File: config.mk
export PLATFORM = sky130hd
export DESIGN_NAME = vga_grid_capture
export DESIGN_NICKNAME = d
export VERILOG_FILES = /design/src/rtl/pong_vga_pkg.sv /design/src/rtl/vga_sync_tracker.sv /design/src/rtl/vga_grid_capture.sv
export SDC_FILE = /design/constraint.sdc
export NUM_CORES = 1
export LEC_CHECK = 0
export ABC_AREA = 1
export CAP_MARGIN = 40
export CORE_MARGIN = 2
export CORE_UTILIZATION = 30
export CTS_CLUSTER_DIAMETER = 50
export DETAILED_ROUTE_END_ITERATION = 8
export PLACE_DENSITY = 0.53
export SLEW_MARGIN = 0
export SYNTH_ARGS = -nofsm -noshare
export SYNTH_HDL_FRONTEND = slang
export SYNTH_SLANG_ARGS = --single-unit
File: constraint.sdc
create_clock -name clk -period 6.48 [get_ports clk]
set_input_delay 0.972 -clock clk [delete_from_list [all_inputs] [get_ports clk]]
set_output_delay 0.972 -clock clk [all_outputs]
set_load 0.1 [all_outputs]
File: src/rtl/pong_vga_pkg.sv
// Shared timing constants and types for the pong VGA capture path.
package pong_vga_pkg;

  localparam logic [9:0] H_START = 10'd128;
  localparam logic [9:0] V_START = 10'd28;
  localparam logic [9:0] H_TOTAL = 10'd832;
  localparam logic [9:0] X_OFF   = 10'd192;
  localparam logic [9:0] Y_OFF   = 10'd112;

  localparam int CELL_SHIFT = 3;
  localparam int GRID_BITS  = 5;

  typedef logic [4:0] cell_t;

  // 10-bit increment that sticks at all-ones
  function automatic logic [9:0] sat_inc10(input logic [9:0] v);
    return (v == 10'h3FF) ? v : v + 10'd1;
  endfunction

endpackage

File: src/rtl/vga_sync_tracker.sv
// Registers the VGA inputs once and rebuilds the pixel position from the
// sync deassert edges. Edges are ignored until both input stages hold real
// samples, so a sync already high when reset releases is not seen as an edge.
import pong_vga_pkg::*;

module vga_sync_tracker (
  input  logic       clk,
  input  logic       reset,
  input  logic       i_hsync,
  input  logic       i_vsync,
  input  logic [5:0] i_rrggbb,
  output logic [9:0] o_px,
  output logic [9:0] o_py,
  output logic       o_lit,
  output logic       o_line_edge,
  output logic       o_frame_start,
  output logic       o_frame_end
);

  logic       r_hs, r_vs, r_hs_d, r_vs_d;
  logic [5:0] r_rgb;
  logic [1:0] r_vld;
  logic [9:0] r_h_cnt, r_v_cnt;
  logic       w_line_edge, w_vs_rise, w_vs_fall;
  logic [9:0] w_h_cnt;

  assign w_line_edge = r_vld[1] & r_hs & ~r_hs_d;
  assign w_vs_rise   = r_vld[1] & r_vs & ~r_vs_d;
  assign w_vs_fall   = r_vld[1] & ~r_vs & r_vs_d;

  // h_cnt reads 0 on the first cycle the registered hsync is high
  assign w_h_cnt = w_line_edge ? 10'd0 : r_h_cnt;

  // input registers, their delayed copies and the sample-valid pipe
  always_ff @(posedge clk) begin
    if (reset) begin
      r_hs   <= 1'b0;
      r_vs   <= 1'b0;
      r_hs_d <= 1'b0;
      r_vs_d <= 1'b0;
      r_rgb  <= '0;
      r_vld  <= '0;
    end else begin
      r_hs   <= i_hsync;
      r_vs   <= i_vsync;
      r_hs_d <= r_hs;
      r_vs_d <= r_vs;
      r_rgb  <= i_rrggbb;
      r_vld  <= {r_vld[0], 1'b1};
    end
  end

  // horizontal and vertical position counters; a vsync edge coinciding with
  // a line edge restarts v_cnt and still counts that line
  always_ff @(posedge clk) begin
    if (reset) begin
      r_h_cnt <= '0;
      r_v_cnt <= '0;
    end else begin
      r_h_cnt <= w_line_edge ? 10'd1 : sat_inc10(r_h_cnt);
      if (w_vs_rise)
        r_v_cnt <= w_line_edge ? 10'd1 : 10'd0;
      else if (w_line_edge && r_vs)
        r_v_cnt <= sat_inc10(r_v_cnt);
    end
  end

  assign o_px          = w_h_cnt - H_START;
  assign o_py          = r_v_cnt - V_START;
  assign o_lit         = |r_rgb;
  assign o_line_edge   = w_line_edge;
  assign o_frame_start = w_vs_rise;
  assign o_frame_end   = w_vs_fall;

endmodule

File: src/rtl/vga_grid_capture.sv
// Samples the 32x32 pong playfield at cell centres from the VGA stream and
// publishes ball position and paddle bitmaps once per frame.
// Optional build macro CAPTURE_ERR_EN adds a sticky line-length checker.
import pong_vga_pkg::*;

module vga_grid_capture (
  input  logic        clk,
  input  logic        reset,
  input  logic        hsync,
  input  logic        vsync,
  input  logic [5:0]  rrggbb,
  output logic        frame_valid,
  output logic        ball_found,
  output logic [4:0]  ball_x,
  output logic [4:0]  ball_y,
  output logic [31:0] lpaddle,
  output logic [31:0] rpaddle,
  output logic        locked,
  output logic        timing_err
);

  logic [9:0]  w_px, w_py, w_xr, w_yr;
  logic        w_lit, w_line_edge, w_frame_start, w_frame_end, w_sample;
  cell_t       w_col, w_row;

  logic        r_armed, r_ball_seen;
  cell_t       r_bx_work, r_by_work;
  logic [31:0] r_lp_work, r_rp_work;
  logic        r_frame_valid, r_ball_found, r_locked;
  cell_t       r_ball_x, r_ball_y;
  logic [31:0] r_lpaddle, r_rpaddle;

  vga_sync_tracker u_sync (
    .clk           (clk),
    .reset         (reset),
    .i_hsync       (hsync),
    .i_vsync       (vsync),
    .i_rrggbb      (rrggbb),
    .o_px          (w_px),
    .o_py          (w_py),
    .o_lit         (w_lit),
    .o_line_edge   (w_line_edge),
    .o_frame_start (w_frame_start),
    .o_frame_end   (w_frame_end)
  );

  // offsets into the playfield; anything at or past 256 is outside it
  assign w_xr  = w_px - X_OFF;
  assign w_yr  = w_py - Y_OFF;
  assign w_col = w_xr[CELL_SHIFT +: GRID_BITS];
  assign w_row = w_yr[CELL_SHIFT +: GRID_BITS];
  // the line-restart cycle has px far outside the playfield; gating keeps it inert
  assign w_sample = (w_xr[9:8] == 2'b00) && (w_yr[9:8] == 2'b00) &&
                    (w_xr[2:0] == 3'd4) && (w_yr[2:0] == 3'd4) && !w_line_edge;

  // work registers, frame commit and arming
  always_ff @(posedge clk) begin
    if (reset) begin
      r_armed       <= 1'b0;
      r_ball_seen   <= 1'b0;
      r_bx_work     <= '0;
      r_by_work     <= '0;
      r_lp_work     <= '0;
      r_rp_work     <= '0;
      r_frame_valid <= 1'b0;
      r_ball_found  <= 1'b0;
      r_ball_x      <= '0;
      r_ball_y      <= '0;
      r_lpaddle     <= '0;
      r_rpaddle     <= '0;
      r_locked      <= 1'b0;
    end else begin
      r_frame_valid <= 1'b0;
      if (w_frame_start)
        r_armed <= 1'b1;
      if (w_frame_end) begin
        if (r_armed) begin
          r_frame_valid <= 1'b1;
          r_locked      <= 1'b1;
          r_ball_found  <= r_ball_seen;
          r_ball_x      <= r_bx_work;
          r_ball_y      <= r_by_work;
          r_lpaddle     <= r_lp_work;
          r_rpaddle     <= r_rp_work;
        end
        // an unarmed frame's partial capture is dropped as well
        r_ball_seen <= 1'b0;
        r_bx_work   <= '0;
        r_by_work   <= '0;
        r_lp_work   <= '0;
        r_rp_work   <= '0;
      end else if (w_sample) begin
        if (w_col == 5'd0)
          r_rp_work[w_row] <= w_lit;
        else if (w_col == 5'd31)
          r_lp_work[w_row] <= w_lit;
        else if (w_lit && !r_ball_seen) begin
          r_ball_seen <= 1'b1;
          r_bx_work   <= w_col;
          r_by_work   <= w_row;
        end
      end
    end
  end

`ifdef CAPTURE_ERR_EN
  logic [9:0] r_line_len;
  logic       r_timing_err;

  // r_line_len holds the clocks since the previous line edge when the next one arrives
  always_ff @(posedge clk) begin
    if (reset) begin
      r_line_len   <= '0;
      r_timing_err <= 1'b0;
    end else if (w_line_edge) begin
      r_line_len <= 10'd1;
      if (r_locked && (r_line_len != H_TOTAL))
        r_timing_err <= 1'b1;
    end else begin
      r_line_len <= sat_inc10(r_line_len);
    end
  end

  assign timing_err = r_timing_err;
`else
  assign timing_err = 1'b0;
`endif

  assign frame_valid = r_frame_valid;
  assign ball_found  = r_ball_found;
  assign ball_x      = r_ball_x;
  assign ball_y      = r_ball_y;
  assign lpaddle     = r_lpaddle;
  assign rpaddle     = r_rpaddle;
  assign locked      = r_locked;

endmodule

After elaboration in Yosys (flattened, before gate mapping) --
Cells that the tools add are included.
Storage, ports and cells: input port bits 10, logic and storage cells 85, output and inout port bits 78, flip-flop bits (word level) 185
Operators by class: bitwise logic cells 12, equal/unequal tests 7, magnitude comparators 2, reduce and logical (&&, ||, !) cells 22, muxes and demuxes 13, add/subtract/negate cells 6
Operator list (number):
- $bwmux 32 | 2
- $mux 10 | 4
- $add 10x1->10 const B | 2
- $eq 10x10->1 const B | 2
- $sub 10x8->10 const B | 2
- $sub 10x5->10 const B | 1
- $sub 10x7->10 const B | 1
- $logic_and 1x1->1 | 7
- $and 1x1->1 | 6
- $eq 3x3->1 const B | 2
- $lt 5x6->1 const B | 1
- $mux 1 | 6
- $not 1->1 | 6
- $reduce_and 2->1 | 3
- $reduce_or 2->1 | 3
- $reduce_or 6->1 | 1
- $demux 1 s5 | 1
- $eq 5x5->1 const B | 1
- $ge 5x1->1 const B | 1
- $logic_not 5->1 | 1
- $logic_not 2->1 | 2
- $ne 2x1->1 const B | 2
- $reduce_and 4->1 | 1
- $reduce_and 3->1 | 1
- 2 further kinds | 3

Logic depth before layout (Yosys ltp) --
depth after elaboration 11, depth in mapped cells 18, mapped depth without buffers 17

By module --
A second synthesis with hierarchy kept.
Second synthesis, totals: cell total of the unflattened synthesis 1207, area, all modules 8578.2 µm²
Modules (own cells, without submodules):
- vga_grid_capture | area each 6807.8 µm², times used 1, sequential area each 3062.9 µm², cells each 950
- vga_sync_tracker | area each 1770.4 µm², times used 1, sequential area each 640.6 µm², cells each 257

Worst setup path before layout --
OpenSTA, ideal clock, no wires.
path kind register to register, start point register u_sync.r_h_cnt[6], end point register r_rp_work[10], required time 6.367 ns, library setup time 0.113 ns, arrival time 2.026 ns, path slack 4.342 ns, period minus slack after synthesis 2.138 ns, path buffers 1, cell stages (with the launch flop) 18, cell sequence dfxtp_1 inv_1 nor2_2 inv_1 ha_1 inv_1 o21ai_0 nand2_1 nand2_1 nor2_1 nand2_2 nor2_8 nand2_4 buf_6 nor2_4 nand2_1 nand2_1 nor2_1
On the way: elaborated cells between the ends (all ways) 10, those cells by class add/sub: 2; mux: 1; reduce/logical: 7
RTL lines:
- start: declaration | line vga_sync_tracker.sv:23 | logic [9:0] r_h_cnt, r_v_cnt;
- start signal: assignment | line vga_sync_tracker.sv:60 | r_h_cnt <= w_line_edge ? 10'd1 : sat_inc10(r_h_cnt);
- $mux 10 | line vga_sync_tracker.sv:32 | assign w_h_cnt = w_line_edge ? 10'd0 : r_h_cnt;
- $sub 10x8->10 | line vga_sync_tracker.sv:68 | assign o_px = w_h_cnt - H_START;
- $sub 10x8->10 | line vga_grid_capture.sv:48 | assign w_xr = w_px - X_OFF;
- named net w_xr[6] | line vga_grid_capture.sv:22 | logic [9:0] w_px, w_py, w_xr, w_yr;
- $logic_not 5->1 | line vga_grid_capture.sv:93 | if (w_col == 5'd0)
- $reduce_and 2->1 (no source line)
- end signal: indexed assignment | line vga_grid_capture.sv:94 | r_rp_work[w_row] <= w_lit;
- end: declaration | line vga_grid_capture.sv:28 | logic [31:0] r_lp_work, r_rp_work;
The timed path passes the listed nets, and every way through them passes these cells. A chain may end at the register's enable or synchronous reset.

Worst setup path after layout --
start point register u_sync.r_h_cnt[6], end point register r_rp_work[27]
The elaborated chain is that of the path after synthesis.

==> run_summary.xml <==
<?xml version="1.0" encoding="UTF-8"?>
<metrics>
  <group name="outcome">
    <metric name="outcome" unit="">finished clean</metric>
  </group>
  <group name="sta">
    <metric name="totalNegativeSetupSlack" unit="ns">0</metric>
    <metric name="setup_viol" unit="">0</metric>
    <metric name="period_utilization_post_route" unit="%">47.5</metric>
    <metric name="max_clock_freq" unit="GHz">0.325</metric>
    <metric name="finClkSkew" unit="ns">0.0110</metric>
    <metric name="rsz0062_at_grt" unit="">no</metric>
    <metric name="fin_crit" unit="ns">3.08</metric>
    <metric name="worstMarginPinSlew" unit="ns">0.797</metric>
    <metric name="relSlewSlack" unit="%">46.9</metric>
    <metric name="hold_violations" unit="">0</metric>
    <metric name="worst_hold_slack" unit="ns">0.404</metric>
    <metric name="final_count_of_pins_violating_max_slew" unit="">0</metric>
  </group>
  <group name="final_layout">
    <metric name="layout.area.seq" unit="um2">3700</metric>
    <metric name="post_route_cells_drive_above_1_share" unit="%">12.9</metric>
    <metric name="layoutNonFillerInstCount" unit="">1707</metric>
    <metric name="nets" unit="">1331</metric>
    <metric name="antenna-diode-count" unit="">0</metric>
    <metric name="multi_input_comb_area" unit="um2">3860</metric>
    <metric name="syn_to_final_growth" unit="%">36.6</metric>
    <metric name="n_fill_cell" unit="">2803</metric>
  </group>
  <group name="route">
    <metric name="vias_after_detailed_routing" unit="">7604</metric>
    <metric name="post-route-drc-count" unit="">0</metric>
    <metric name="drt_via_density" unit="">4.45</metric>
    <metric name="drt_first_iter_violations" unit="">423</metric>
    <metric name="postRouteWirelength" unit="mm">22.2</metric>
    <metric name="route.antenna.remaining_nets" unit="">0</metric>
    <metric name="drt_first_pass_iters" unit="">4</metric>
    <metric name="avgRoutedWirePerCell" unit="um">13.0</metric>
  </group>
  <group name="clock_tree">
    <metric name="insertion_delay" unit="ns">0.44</metric>
    <metric name="cts.root.buffer_cell" unit="">clkbuf_16</metric>
    <metric name="tritoncts" unit="">done</metric>
    <metric name="cts_setup_buffers" unit="">0</metric>
    <metric name="cts_inserted_buffers" unit="">17</metric>
    <metric name="clock_tree.htree_level_count" unit="">4</metric>
    <metric name="clkSlewWorstSetupHoldPaths" unit="ns">0.07</metric>
    <metric name="clock_sink_count" unit="">185</metric>
    <metric name="cts_hold_buf" unit="">0</metric>
    <metric name="cts_resized" unit="">0</metric>
    <metric name="cts.path.max_buffers" unit="">2</metric>
  </group>
  <group name="die">
    <metric name="ios" unit="">88</metric>
    <metric name="fp.dieArea" unit="um2">29100</metric>
    <metric name="placeableCoreArea" unit="um2">27600</metric>
    <metric name="row_count" unit="">61</metric>
    <metric name="floorplan.die.width" unit="um">171</metric>
    <metric name="fp.dieH" unit="um">171</metric>
    <metric name="floorplan.initialDensity" unit="%">30.3</metric>
  </group>
  <group name="setup_path">
    <metric name="max_stage_delay" unit="ns">0.43</metric>
    <metric name="timing.critical_path.buf_inv" unit="">4</metric>
    <metric name="cp-end-kind" unit="">flop</metric>
    <metric name="cells_along_the_critical_path" unit="">inv_1, nor2_2, inv_1, ha_1, inv_1, o21ai_0, nand2_1, nand2_1, nor2_1, nand2_2, nor2_8, nand2_4, buf_16, nor2_4, nand2_1, nand2_1, nor2_1</metric>
    <metric name="timing.critical_path.max_delay_family" unit="">simple AND/OR/NAND/NOR gates</metric>
    <metric name="critical_path.startpoint_type" unit="">flop</metric>
    <metric name="worstPathArrival" unit="ns">3.41</metric>
    <metric name="worstPathMaxFanout" unit="">37</metric>
    <metric name="crit_slowest_cell" unit="">nor2_8</metric>
    <metric name="rrSetupSlack" unit="ns">3.40</metric>
    <metric name="cp_data_required_time" unit="ns">6.81</metric>
    <metric name="r2r.worst_path.cells" unit="">17</metric>
    <metric name="critical_path.most_common_cell" unit="">nand2_1</metric>
    <metric name="path_depth" unit="">17</metric>
    <metric name="path_class" unit="">flop to flop</metric>
  </group>
  <group name="global_routing">
    <metric name="globalRouteOverflowTotal" unit="">0</metric>
    <metric name="first_global_vias" unit="">7341</metric>
    <metric name="grt_first_pass_wirelength" unit="mm">36.7</metric>
    <metric name="grt_util_all_layers" unit="%">15.8</metric>
    <metric name="grt_antenna_before_repair" unit="">0</metric>
    <metric name="grt_max_degree" unit="">77</metric>
  </group>
  <group name="logic_synthesis">
    <metric name="synth-edff-count" unit="">0</metric>
    <metric name="synth_area" unit="um2">8340</metric>
    <metric name="ys_seq_elements" unit="">185</metric>
    <metric name="synth_sequential_area_ratio" unit="%">44.4</metric>
    <metric name="synthArstFlopShare" unit="%">0</metric>
    <metric name="synth_top_flop_cell" unit="">dfxtp_1</metric>
    <metric name="yosys_warnings" unit="">0</metric>
    <metric name="ys_types" unit="">36</metric>
    <metric name="synth_fp_nets" unit="">1205</metric>
    <metric name="synth_cells" unit="">1190</metric>
    <metric name="syn_avg_cell_area" unit="um2">7.00</metric>
  </group>
  <group name="placed_design">
    <metric name="dpl.cell_count" unit="">1675</metric>
    <metric name="place.detailed.hpwl" unit="mm">14.9</metric>
    <metric name="port-buffer-count" unit="">86</metric>
    <metric name="finalWeightedCongestion" unit="">0.847</metric>
  </group>
  <group name="pwr">
    <metric name="power.density_cell_area" unit="nW/um2">194</metric>
    <metric name="vdd.ir_drop.worst" unit="mV">0.159</metric>
    <metric name="power_leakage" unit="nW">4.29</metric>
    <metric name="design_power_total" unit="mW">2.21</metric>
  </group>
  <group name="hold_path">
    <metric name="worstHoldPathType" unit="">flop to flop</metric>
    <metric name="timing.hold.worst_path_depth" unit="">2</metric>
  </group>
  <group name="job">
    <metric name="drv.max_cap_violation_count" unit="">0</metric>
  </group>
</metrics>
==> path summary, 6_finish.rpt <==
kind                                   startpoint              end
worst min register to register    u_sync.r_vld[0]  u_sync.r_vld[1]
worst max-delay path            u_sync.r_h_cnt[6]    r_rp_work[27]
worst max register to register  u_sync.r_h_cnt[6]    r_rp_work[27]
worst min-delay path              u_sync.r_vld[0]  u_sync.r_vld[1]
==> metal layers <==
| metal | GRT usage (%) | part of all wire [%] |
|---|---|---|
| met2 | 25.7 | 47 |
| met5 | 0 | 0 |
| met1 | 20.8 | 47 |
| met4 | 6.06 | 2.3 |
| met3 | 2.91 | 3.3 |
==> cell usage after synthesis, types with 2 or more instances <==
cell type  instances  area (um2)
a21oi_1           90         450
buf_1              8        30.0
buf_2             10        50.1
buf_4              2        15.0
buf_6              4        45.0
clkbuf_1          44         165
dfxtp_1          185        3700
ha_1               5        62.6
inv_1            125         469
inv_2              3        11.3
nand2_1          278        1040
nand2_2            2        12.5
nand3_1           97         485
nand4_1           41         257
nor2_1           193         724
nor2_2             3        18.8
nor2_4            31         349
nor3_1            35         175
o21ai_0           13        65.1
xnor2_1            3        26.3
xor2_1             3        26.3
==> power by group <==
group          leakage, nW  switching, mW  internal, mW  total [mW]
registers             1.49        0.00385          1.14        1.15
logic                 2.53         0.0544        0.0184      0.0728
clock network        0.269          0.482         0.513       0.996
total                 4.29          0.540          1.67        2.21
==> sequential cells by signal, summed over array words and instances, names as in the netlist, 2 cells and up <==
| name | cells |
|---|---|
| ball_x | 5 |
| ball_y | 5 |
| lpaddle | 32 |
| r_bx_work | 5 |
| r_by_work | 5 |
| r_lp_work | 32 |
| r_rp_work | 32 |
| rpaddle | 32 |
| u_sync.r_h_cnt | 10 |
| u_sync.r_rgb | 6 |
| u_sync.r_v_cnt | 10 |
| u_sync.r_vld | 2 |
==> placed cells by master (no fill, tap or decap), types with 2 or more instances in the layout <==
cell type,count
nand3_1,97
buf_8,66
inv_8,2
nand2_1,277
dfxtp_1,184
clkinv_2,2
nor3_1,35
nor2_2,3
nor2_4,33
nor2_1,191
inv_6,6
inv_2,3
buf_16,14
clkbuf_16,17
buf_4,9
nand2_2,3
o21ai_0,13
ha_1,5
xnor2_1,3
xor2_1,3
nand4_1,41
a21oi_1,90
clkdlybuf4s50_1,85
clkinvlp_4,2
inv_1,125
==> final cells by class <==
| cell class | count | area share [%] |
|---|---|---|
| sequential | 185 | 32.5 |
| inverter | 128 | 4.22 |
| clock inverter | 13 | 0.956 |
| multi-input combinational | 809 | 33.9 |
| tap | 378 | 4.15 |
| timing repair buffer | 175 | 20.3 |
| clock buffer | 19 | 3.89 |
==> stage by stage <==
step           cell area [um2]  setup WS (ns)  util [%]
2_1_floorplan             8340           4.34         -
3_3_place_gp              9440           3.14      34.3
3_5_place_dp             10800           3.42      39.3
4_1_cts                  11400           3.42      41.3
5_1_grt                  11400           3.03      41.3
6_report                 11400           3.40      41.3
==> worst reg2reg max path, stage by stage (launching register included) <==
cell and delay, ns:
dfxtp_1 0.40, inv_1 0.08, nor2_2 0.20, inv_1 0.09, ha_1 0.21, inv_1 0.07
o21ai_0 0.08, nand2_1 0.06, nand2_1 0.05, nor2_1 0.18, nand2_2 0.12, nor2_8 0.44
nand2_4 0.36, buf_16 0.30, nor2_4 0.15, nand2_1 0.06, nand2_1 0.08, nor2_1 0.04
==> logic make-up after synthesis <==
logic type,Yosys count,synth area share [%]
compound gates,109,6.74
other cells,1,0.0450
xor+xnor,6,0.631
simple gates,688,38.0
buf+inv,196,9.43
fa+ha+maj,5,0.751
flops,185,44.4
No activity file was read; power rests on OpenSTA's default activity.
